$ cat config.mk
export PLATFORM = sky130hd
export DESIGN_NAME = soc_rst_seq
export DESIGN_NICKNAME = d
export VERILOG_FILES = /design/src/rtl/soc_rst_seq.sv
export SDC_FILE = /design/constraint.sdc
export NUM_CORES = 1
export LEC_CHECK = 0
export CORE_MARGIN = 5
export CORE_UTILIZATION = 40
export DETAILED_ROUTE_END_ITERATION = 10
export PLACE_DENSITY_LB_ADDON = 0.1
export SETUP_SLACK_MARGIN = 0.5
export SYNTH_ARGS = -nofsm -noshare
export SYNTH_HDL_FRONTEND = slang
export SYNTH_SLANG_ARGS = --single-unit
$ cat constraint.sdc
create_clock -name clk -period 4.2 [get_ports clk]
set_input_delay 0.42 -clock clk [delete_from_list [all_inputs] [get_ports clk]]
set_output_delay 0.42 -clock clk [all_outputs]
set_load 0.01 [all_outputs]
$ cat src/rtl/soc_rst_seq.sv
// ---------------------------------------------------------------------------
// soc_rst_seq
//   Reset sequencer for soc_top. Stretches the incoming reset, then releases
//   the memory, core and peripheral resets in that order with a fixed gap
//   between stages. A software request or, optionally, a watchdog timeout
//   re-enters the sequence. The cause of the last reset is reported.
//
// Optional feature macro: RST_WDT_EN (watchdog timeout reset)
//
// Parameters
//   STRETCH_CYCLES : cycles all resets stay asserted after rst falls (>=1)
//   STAGE_GAP      : cycles between successive stage releases (>=1)
//   WDT_TIMEOUT    : watchdog period in cycles (>=2), RST_WDT_EN only
//
// Ports
//   clk          in   system clock
//   rst          in   synchronous active-high reset
//   sw_rst_req   in   software reset request, sampled every cycle
//   wdt_kick     in   watchdog refresh (ignored without RST_WDT_EN)
//   mem_rst_o    out  memory-subsystem reset, active-high
//   core_rst_o   out  core reset, active-high
//   periph_rst_o out  peripheral reset, active-high
//   rst_done_o   out  high once every stage has been released
//   rst_cause_o  out  last cause: 00 external, 01 software, 10 watchdog
// ---------------------------------------------------------------------------
module soc_rst_seq #(
  parameter int STRETCH_CYCLES = 16,
  parameter int STAGE_GAP      = 4,
  parameter int WDT_TIMEOUT    = 1024
) (
  input  logic       clk,
  input  logic       rst,
  input  logic       sw_rst_req,
  input  logic       wdt_kick,
  output logic       mem_rst_o,
  output logic       core_rst_o,
  output logic       periph_rst_o,
  output logic       rst_done_o,
  output logic [1:0] rst_cause_o
);

  typedef enum logic [1:0] {
    HOLD        = 2'd0,
    WAIT_CORE   = 2'd1,
    WAIT_PERIPH = 2'd2,
    RUN         = 2'd3
  } state_t;

  localparam logic [1:0] CAUSE_EXT = 2'b00;
  localparam logic [1:0] CAUSE_SW  = 2'b01;

  // One shared stage counter, sized so the larger of the two limits fits
  // without wrapping.
  localparam int CNT_MAX = (STRETCH_CYCLES > STAGE_GAP) ? STRETCH_CYCLES : STAGE_GAP;
  localparam int CW      = $clog2(CNT_MAX + 1);
  localparam logic [CW-1:0] STRETCH_LAST = CW'(STRETCH_CYCLES - 1);
  localparam logic [CW-1:0] GAP_LAST     = CW'(STAGE_GAP - 1);

  state_t        r_state;
  logic [CW-1:0] r_cnt;
  logic          r_memRst;
  logic          r_coreRst;
  logic          r_periphRst;
  logic          r_done;
  logic [1:0]    r_cause;

  // Software requests only count once the sequence has left HOLD; inside
  // HOLD they neither restart nor extend the stretch.
  logic w_swEvent;
  assign w_swEvent = sw_rst_req && (r_state != HOLD);

`ifdef RST_WDT_EN
  localparam logic [1:0] CAUSE_WDT = 2'b10;
  localparam int WW = $clog2(WDT_TIMEOUT);
  localparam logic [WW-1:0] WDT_LAST = WW'(WDT_TIMEOUT - 1);

  logic [WW-1:0] r_wdtCnt;
  logic          w_wdtEvent;

  // A kick in the timeout cycle suppresses the reset.
  assign w_wdtEvent = (r_state == RUN) && !wdt_kick && (r_wdtCnt == WDT_LAST);

  // Watchdog counter only advances in RUN; any other state, a kick or a
  // firing holds it at zero so each RUN entry starts a fresh period.
  always_ff @(posedge clk) begin
    if (rst || (r_state != RUN) || wdt_kick || w_wdtEvent) begin
      r_wdtCnt <= '0;
    end else begin
      r_wdtCnt <= r_wdtCnt + 1'b1;
    end
  end
`else
  logic w_unusedWdt;
  assign w_unusedWdt = wdt_kick | (WDT_TIMEOUT < 2);
`endif

  // Sequencer FSM with registered outputs. Reset events are checked in
  // priority order rst > software > watchdog before normal progression.
  always_ff @(posedge clk) begin
    if (rst) begin
      r_state     <= HOLD;
      r_cnt       <= '0;
      r_memRst    <= 1'b1;
      r_coreRst   <= 1'b1;
      r_periphRst <= 1'b1;
      r_done      <= 1'b0;
      r_cause     <= CAUSE_EXT;
    end else if (w_swEvent) begin
      r_state     <= HOLD;
      r_cnt       <= '0;
      r_memRst    <= 1'b1;
      r_coreRst   <= 1'b1;
      r_periphRst <= 1'b1;
      r_done      <= 1'b0;
      r_cause     <= CAUSE_SW;
    end
`ifdef RST_WDT_EN
    else if (w_wdtEvent) begin
      r_state     <= HOLD;
      r_cnt       <= '0;
      r_memRst    <= 1'b1;
      r_coreRst   <= 1'b1;
      r_periphRst <= 1'b1;
      r_done      <= 1'b0;
      r_cause     <= CAUSE_WDT;
    end
`endif
    else begin
      case (r_state)
        HOLD: begin
          if (r_cnt == STRETCH_LAST) begin
            r_state  <= WAIT_CORE;
            r_cnt    <= '0;
            r_memRst <= 1'b0;
          end else begin
            r_cnt <= r_cnt + 1'b1;
          end
        end
        WAIT_CORE: begin
          if (r_cnt == GAP_LAST) begin
            r_state   <= WAIT_PERIPH;
            r_cnt     <= '0;
            r_coreRst <= 1'b0;
          end else begin
            r_cnt <= r_cnt + 1'b1;
          end
        end
        WAIT_PERIPH: begin
          if (r_cnt == GAP_LAST) begin
            r_state     <= RUN;
            r_cnt       <= '0;
            r_periphRst <= 1'b0;
            r_done      <= 1'b1;
          end else begin
            r_cnt <= r_cnt + 1'b1;
          end
        end
        RUN: begin
          r_cnt <= '0;
        end
        default: begin
          r_state     <= HOLD;
          r_cnt       <= '0;
          r_memRst    <= 1'b1;
          r_coreRst   <= 1'b1;
          r_periphRst <= 1'b1;
          r_done      <= 1'b0;
        end
      endcase
    end
  end

  assign mem_rst_o    = r_memRst;
  assign core_rst_o   = r_coreRst;
  assign periph_rst_o = r_periphRst;
  assign rst_done_o   = r_done;
  assign rst_cause_o  = r_cause;

endmodule

* After elaboration in Yosys (flattened, before gate mapping)
Cells that the tools add are included.
Cells by class: muxes and demuxes 7, add/sub/neg operators 1, reductions and logical operators 10, eq/ne operators 8
Operators with widths (number):
- $pmux 5 s3 | 1
- $mux 5 | 2
- $mux 2 | 3
- $ne 2x2->1 const B | 3
- $pmux 2 s3 | 1
- $reduce_and 2->1 | 3
- $add 5x1->5 const B | 1
- $eq 5x2->1 const B | 1
- $eq 5x4->1 const B | 1
- $eq 2x2->1 const B | 2
- $reduce_and 4->1 | 1
- $reduce_or 2->1 | 2
- $reduce_bool 3->1 | 1
- $eq 2x1->1 const B | 1
- $logic_not 2->1 | 1
- $reduce_bool 2->1 | 1
- $logic_and 1x1->1 | 1
Storage, ports and cells: logic and storage cells 33, output and inout bits 6, bits in registers 12

* Logic depth before layout (Yosys ltp)
Gate-level depths: netlist of the first run.
depth in word-level cells 3, gate-level depth with buffers 7

* Least setup slack after synthesis of the first run
OpenSTA, ideal clock, no wires.
kind register to register, start register r_cnt[0], end register r_state[0], library setup time 72 ps, cell stages (with the launch flop) 5, path slack 2667 ps, required time 4128 ps, arrival 1461 ps, clock period less this slack 1533 ps, cell sequence dfxtp_1 ha_1 or4b_4 a211oi_4 mux2i_1
On the way: longest elaborated chain between the ends 3, elaborated cells between the ends (all ways) 6, those cells by class eq/ne (5); reduce/logical (1)
RTL lines:
- start: declaration | line 60 | logic [CW-1:0] r_cnt;
- start signal: assignment | line 136 | r_cnt <= r_cnt + 1'b1;
- start signal: assignment | line 145 | r_cnt <= r_cnt + 1'b1;
- start signal: assignment | line 155 | r_cnt <= r_cnt + 1'b1;
- $eq 5x2->1 / $eq 5x4->1 (equally long branches) | line 140, 149, 131
- $ne 2x2->1 (no line)
- $reduce_and 4->1 (no line) (*)
- end signal: assignment | line 141 | r_state <= WAIT_PERIPH;
- end signal: assignment | line 150 | r_state <= RUN;
- end signal: assignment | line 162 | r_state <= HOLD;
- end: declaration | line 59 | state_t r_state;
Mark *: on every way between the ends. The rest lies on a longest branch, timed or not. A chain may end at the register's enable or synchronous reset.

* Final worst setup path of the first run
start register r_cnt[0], end register r_cnt[1]
On the way: longest elaborated chain between the ends 3, elaborated cells between the ends (all ways) 6, those cells by class add/sub (1); eq/ne (2); mux (3)
RTL lines:
- $add 5x1->5 (tied with other cells) | line 136, 145, 155
- $mux 5, on equally long branches | line 140, 149, 131
- $pmux 5 s3 (*) | line 129 | case (r_state)
Marks and branches as above.

==> flow_summary_export.csv, run 1 <==
group,metric,value,unit
logic_synthesis,synth_nets,77,
floorplan,coreArea,1510,um2
pwr,ir_drop,0.148,mV
setup_path,cp-endpoint,"r_cnt[1]$_SDFF_PP0_",
sta,worst_pin_slew,0.482,ns
pwr,switching_power,0.0000465,W
sta,fin_crit,1.69,ns
sta,fin_crit_sh,40.3,%
job,cap_violations,0,
sta,timing.final.ws_setup,2.51,ns
sta,max_clock_freq,591,MHz
sta,final_hold_viol_count,0,
placed_design,place_ws,2.50,ns
global_route,grt-ovfl-total,0,
clock_network,htreeDepth,1,
route,firstDrtPassIters,2,
cells_and_area,fillerInstances,148,
clock_network,clk_pin_slew,0.08,ns
setup_path,reg2reg_depth,4,
floorplan,initial_utilization,41.8,%
sta,tns,0,ns
pwr,p_seq_share,53.5,%
clock_network,cts_tree,"yes",
clock_network,clock_latency,0.27,ns
pwr,power_frac_clock,40.9,%
clock_network,cts_buffers,3,
placed_design,hpwl,718,um
sta,max_slew_margin,67.4,%
clock_network,cts_setup_buffers,0,
setup_path,required,4.35,ns
clock_network,root_buffer,"clkbuf_4",
setup_path,critPathMaxFanout,4,
pwr,p_leak,0.298,nW
cells_and_area,drive_gt1_share,11.0,%
cells_and_area,area_growth,18.3,%
setup_path,crit_type,"flop to flop",
sta,setup_viol,0,
placed_design,portBuffers,7,
setup_path,r2r_end,"r_cnt[1]$_SDFF_PP0_",
cells_and_area,antenna_cells,0,
clock_network,holdBufCountCts,0,
sta,fin_worst_skew,0.00180,ns
logic_synthesis,syn_area,629,um2
global_route,grt_max_degree,10,
clock_network,ctsLongestPathBuffers,2,
global_route,grt_pass1_wl,1.77,mm
sta,report.final.slew_viol_count,0,
pwr,combPwrFrac,5.6,%
logic_synthesis,synth_top_cell_area_share,38.2,%
logic_synthesis,synthCells,64,
placed_design,place.gp.congestion,0.699,
cells_and_area,nets,87,
cells_and_area,final_area,744,um2
sta,rsz0062_at_grt,"no",
logic_synthesis,syn_area_per_cell,9.83,um2
logic_synthesis,yosys.area.top_type,"dfxtp_1",
floorplan,rows,14,
route,ant_nets,0,
floorplan,die_h,49.7,um
setup_path,crit_path_start,"r_cnt[0]$_SDFF_PP0_",
clock_network,clock-sinks,12,
setup_path,r2r-start,"r_cnt[0]$_SDFF_PP0_",
logic_synthesis,synth.distinct_cells,26,
worst_hold_path,worstHoldPathType,"flop to flop",
pwr,intPower,0.000176,W
route,totalWireLength,965,um
logic_synthesis,synthTopCellsByArea,"dfxtp_1 (38%), ha_1 (18%), a21o_1 (3.6%), inv_1 (3.6%), nand3b_1 (3.6%)",
pwr,netSwitchingFraction,20.9,%
status,status,"completed",
setup_path,crit_path_end_kind,"flop",
setup_path,cp.arrival,1.84,ns
route,via_count,431,
placed_design,place_area,708,um2
route,drt_iter0_drc,1,
logic_synthesis,synth_seq_cells,12,
route,wire_per_inst,10.8,um
clock_network,ctsResizeCount,0,
logic_synthesis,yosysWarnings,0,
logic_synthesis,seq_area_frac_synth,38.2,%
pwr,power.density,298,nW/um2
global_route,grt_usage,9.42,%
route,drc,0,
floorplan,io_pins,10,
global_route,antenna_found_initial,0,
floorplan,die_w,49.7,um
floorplan,die_area,2470,um2
global_route,grt_pass1_vias,401,
route,viasPerCell,4.84,
setup_path,r2r_setup_slack,2.51,ns
setup_path,cp-start-kind,"flop",
-- registers in the layout (all words and copies together), names as in the netlist --
signal        flops
periph_rst_o      1
rst_cause_o       1
rst_done_o        1
core_rst_o        1
r_state           2
r_cnt             5
mem_rst_o         1
-- synthesized netlist by cell type --
| master | instances |
|---|---|
| a211oi_4 | 1 |
| a21o_1 | 3 |
| a21oi_1 | 2 |
| a31oi_1 | 1 |
| a32oi_1 | 1 |
| buf_4 | 1 |
| clkbuf_1 | 1 |
| conb_1 | 1 |
| dfxtp_1 | 12 |
| ha_1 | 9 |
| inv_1 | 6 |
| mux2i_1 | 2 |
| nand2_1 | 3 |
| nand2b_1 | 2 |
| nand3_1 | 2 |
| nand3b_1 | 3 |
| nor2_1 | 3 |
| nor2b_1 | 1 |
| nor3_1 | 3 |
| nor3b_1 | 1 |
| nor4b_1 | 1 |
| or2_2 | 1 |
| or3b_2 | 1 |
| or4b_4 | 1 |
| xnor2_1 | 1 |
| xor2_1 | 1 |
-- worst min-delay path by stage --
stage	from	endpoint	slack, ns	cells past startpoint
6_report	rst_cause_o[0]$_SDFFE_PP0P_	rst_cause_o[0]$_SDFFE_PP0P_	0.45	2
5_1_grt	rst_cause_o[0]$_SDFFE_PP0P_	rst_cause_o[0]$_SDFFE_PP0P_	0.48	2
4_1_cts	rst_cause_o[0]$_SDFFE_PP0P_	rst_cause_o[0]$_SDFFE_PP0P_	0.46	2
3_5_place_dp	periph_rst_o$_SDFFE_PP1P_	periph_rst_o$_SDFFE_PP1P_	0.44	1
3_3_place_gp	rst_cause_o[0]$_SDFFE_PP0P_	rst_cause_o[0]$_SDFFE_PP0P_	0.43	2
2_1_floorplan	rst_cause_o[0]$_SDFFE_PP0P_	rst_cause_o[0]$_SDFFE_PP0P_	0.46	2
-- metal layers --
layer | routed length, um | vias to the layer above | GRT usage (%)
li1 | - | 231 | -
met1 | 531 | 189 | 13.5
met2 | 383 | 9 | 11.7
met3 | 35 | 2 | 3.61
met4 | 14 | 0 | 5.24
met5 | 0 | - | 0
-- cell families (layout without fill, tap and decap cells) --
logic type      after synthesis  after routing  synth area share (%)
mux                           2              2                  3.18
fa+ha+maj                     9              9                  17.9
simple gates                 22             22                  21.3
xor+xnor                      2              2                  2.78
flops                        12             12                  38.2
buf+inv                       8             17                  5.37
compound gates                8              8                  10.7
other cells                   1              1                 0.596
-- critical path: stages (launching register included) --
cell     delay (ns)
dfxtp_1        0.38
ha_1           0.22
or4b_4         0.51
a31oi_1        0.37
nor3b_1        0.10
-- final cells by class --
class / instances / area [um2] / share of cell area (%)
clock buffers: 4 / 36.3 / 4.87
well taps: 16 / 20.0 / 2.69
flip-flops and latches: 12 / 240 / 32.3
inverters: 6 / 22.5 / 3.03
multi-input cells: 44 / 355 / 47.7
repair buffers: 7 / 70.1 / 9.41
-- metrics by stage --
stage | power [W] | utilization, % | cells | hold WS (ns)
floorplan | 0.000131 | - | 64 | 0.463
global placement | 0.000134 | 47.0 | 85 | 0.431
detailed placement | 0.000134 | 47.0 | 85 | 0.444
CTS | 0.000227 | 49.4 | 89 | 0.456
global route | 0.000236 | 49.4 | 89 | 0.483
finish | 0.000222 | 49.4 | 89 | 0.451
-- layout by cell type (no fill, tap or decap), drive strengths merged --
cell type,n
dfxtp,12
nand3b,3
xnor2,1
nor4b,1
nand2,3
nor2b,1
clkdlybuf4s50,7
or3b,1
a21oi,2
nor3b,1
mux2i,2
or4b,1
a32oi,1
or2,1
nand3,2
inv,6
ha,9
conb,1
xor2,1
nor3,3
a31oi,1
nand2b,2
nor2,3
a21o,3
a211oi,1
clkbuf,4
-- power groups by stage --
stage          sequential (W)   clock, W  combinational [W]
6_report             0.000119  0.0000909          0.0000125
5_1_grt              0.000119   0.000103          0.0000141
4_1_cts              0.000119  0.0000954          0.0000125
3_5_place_dp         0.000121          0          0.0000125
3_3_place_gp         0.000121          0          0.0000125
2_1_floorplan        0.000121          0         0.00000970
Note: power is estimated with default switching activity, not from simulation.
==> run 2: changes to the inputs <==
==> constraint.sdc (replaced) <==
create_clock -name clk -period 1.4 [get_ports clk]
set_input_delay 0.14 -clock clk [delete_from_list [all_inputs] [get_ports clk]]
set_output_delay 0.14 -clock clk [all_outputs]
set_load 0.01 [all_outputs]
==> run 2 against run 1 <==
Net effect:
- the flow now finishes with violations (setup timing)
- combinational power rose to 6.0 times the previous value
- first-iteration DRC count rose to 13 times the previous value
- count of clock-buffer cells in the layout unchanged
- cell count up 22%
- global-route usage up 3.8 points
- critical path type unchanged
- critical endpoint is now r_state[0]$_SDFFE_PP0P_
- largest power group unchanged
==> flow_summary_export.csv, run 2 (synthesis results as in run 1) <==
group,metric,value,unit
pwr,intPower,0.000551,W
route,via_count,538,
global_route,met2_usage,22.9,%
sta,fin_crit_sh,112,%
global_route,antenna_found_initial,0,
global_route,grt_pass1_wl,2.52,mm
setup_path,reg2reg_depth,4,
global_route,grt_pass1_vias,557,
pwr,ir_drop,0.602,mV
floorplan,io_pins,10,
cells_and_area,top_regs,"r_cnt x5, r_state x2",
cells_and_area,layout_common_cells,"buf_4 (17), dfxtp_2 (7), inv_1 (5), ha_1 (5)",
clock_network,htreeDepth,1,
placed_design,portBuffers,7,
pwr,netSwitchingFraction,23.4,%
sta,rsz0062_at_grt,"yes",
setup_path,crit_path_end_kind,"flop",
global_route,busiest_layer,"met2",
setup_path,r2r-start,"r_cnt[1]$_SDFF_PP0_",
sta,fin_crit,1.57,ns
clock_network,holdBufCountCts,0,
sta,tns,-0.933,ns
route,firstDrtPassIters,4,
floorplan,rows,14,
clock_network,clock-sinks,12,
sta,setup_viol,8,
status,status,"finished with violations",
route,totalWireLength,1.43,mm
setup_path,r2r_end,"r_state[0]$_SDFFE_PP0P_",
pwr,power.density,704,nW/um2
clock_network,ctsLongestPathBuffers,2,
clock_network,cts_buffers,3,
cells_and_area,area_growth,62.4,%
cells_and_area,largest_reg_flops,5,
placed_design,dp.cells,101,
clock_network,clk_pin_slew,0.08,ns
pwr,combPwrFrac,10.4,%
floorplan,coreArea,1510,um2
pwr,power_frac_clock,39.3,%
worst_hold_path,worstHoldPathType,"flop to flop",
cells_and_area,nets,107,
setup_path,critPathMaxFanout,3,
clock_network,clock_latency,0.27,ns
placed_design,place.gp.congestion,0.692,
cells_and_area,regMostFlops,"r_cnt",
route,wire_per_inst,13.1,um
route,drc,0,
sta,fin_worst_skew,0.000505,ns
cells_and_area,final_common_cell,"buf_4",
cells_and_area,fin_cells,109,
cells_and_area,antenna_cells,0,
pwr,power,0.000719,W
placed_design,hpwl,972,um
setup_path,cp_cell_sequence,"ha_4 > or4b_4 > a211oi_4 > mux2i_1",
setup_path,required,1.61,ns
setup_path,slowest_delay,0.49,ns
sta,timing.final.ws_setup,-0.168,ns
worst_hold_path,min_from,"rst_cause_o[0]$_SDFFE_PP0P_",
setup_path,slowest_stage,"or4b_4",
sta,report.final.slew_viol_count,0,
worst_hold_path,min_path_cells,2,
pwr,switching_power,0.000168,W
clock_network,cts_tree,"yes",
global_route,grt-ovfl-total,0,
worst_hold_path,timing.hold.worst_endpoint,"rst_cause_o[0]$_SDFFE_PP0P_",
cells_and_area,drive_gt1_share,62.4,%
sta,max_clock_freq,638,MHz
global_route,grt_use_met1,15.8,%
global_route,met3_usage,4.22,%
setup_path,crit_type,"flop to flop",
global_route,grt_usage,13.2,%
route,ant_nets,0,
sta,final_hold_viol_count,0,
global_route,grt_max_degree,10,
status,violations,"setup timing",
setup_path,r2r_setup_slack,-0.17,ns
floorplan,initial_utilization,41.8,%
setup_path,cp.arrival,1.77,ns
floorplan,die_w,49.7,um
setup_path,cp-start-kind,"flop",
placed_design,place_ws,-0.166,ns
route,drt_iter0_drc,13,
clock_network,root_buffer,"clkbuf_4",
pwr,p_seq_share,50.3,%
route,viasPerCell,4.94,
job,cap_violations,0,
pwr,p_leak,0.425,nW
floorplan,die_area,2470,um2
floorplan,die_h,49.7,um
## run 2: cell types whose count changed in the layout (fill, tap and decap cells not counted), sizes merged
cell           before  now
clkdlybuf4s50       7    2
buf                 0   25
## run 2: area by class of cell
class | instances | area [um2]
Inverter | 6 | 25.0
Clock buffer | 4 | 36.3
Timing Repair Buffer | 27 | 213
Multi-Input combinational cell | 44 | 472
Sequential cell | 12 | 256
Tap cell | 16 | 20.0
Fill cell | 122 | 484
## run 2: worst max path at each step
stage / startpoint / to / slack (ns)
6_report: r_cnt[1]$_SDFF_PP0_ / r_state[0]$_SDFFE_PP0P_ / -0.17
5_1_grt: r_cnt[1]$_SDFF_PP0_ / r_state[0]$_SDFFE_PP0P_ / -0.23
4_1_cts: r_cnt[1]$_SDFF_PP0_ / r_state[0]$_SDFFE_PP0P_ / -0.17
3_5_place_dp: r_cnt[0]$_SDFF_PP0_ / r_state[0]$_SDFFE_PP0P_ / -0.17
3_3_place_gp: r_cnt[0]$_SDFF_PP0_ / r_state[0]$_SDFFE_PP0P_ / -0.16
2_1_floorplan: r_cnt[0]$_SDFF_PP0_ / r_state[0]$_SDFFE_PP0P_ / -0.1
## run 2: repair_timing
action / CTS / global route
gates resized for setup: 45 / 8
endpoints found under the setup margin: 17 / 13
buffers inserted: 3 / 1
pin swaps: 6 / 2
gates cloned: 0 / 0
## run 2: metrics by stage
stage / utilization (%) / hold WS [ns] / instance area [um2]
after floorplan: - / 0.209 / 664
after global placement: 56.6 / 0.431 / 853
after detailed placement: 56.6 / 0.440 / 853
after CTS: 65.1 / 0.446 / 981
after global routing: 67.9 / 0.464 / 1020
final: 67.9 / 0.442 / 1020
## run 2: critical path, delay by kind of cell (launching register included)
kind / cells / cell delay, ns
flops: 1 / 0.38
fa+ha+maj: 1 / 0.14
simple gates: 1 / 0.49
compound gates: 1 / 0.27
mux: 1 / 0.22
## run 2: power groups by stage
| stage | clock network (W) | registers, W | logic, W |
|---|---|---|---|
| final | 0.000283 | 0.000362 | 0.0000748 |
| after global routing | 0.000309 | 0.000364 | 0.0000804 |
| after CTS | 0.000290 | 0.000361 | 0.0000683 |
| after detailed placement | 0 | 0.000367 | 0.0000516 |
| after global placement | 0 | 0.000367 | 0.0000497 |
| after floorplan | 0 | 0.000367 | 0.0000336 |
## run 2: layer usage
| metal | wire [um] | share of wire [%] |
|---|---|---|
| met1 | 611 | 43 |
| met4 | 0 | 0 |
| met2 | 723 | 51 |
| met5 | 0 | 0 |
| met3 | 90 | 6.3 |
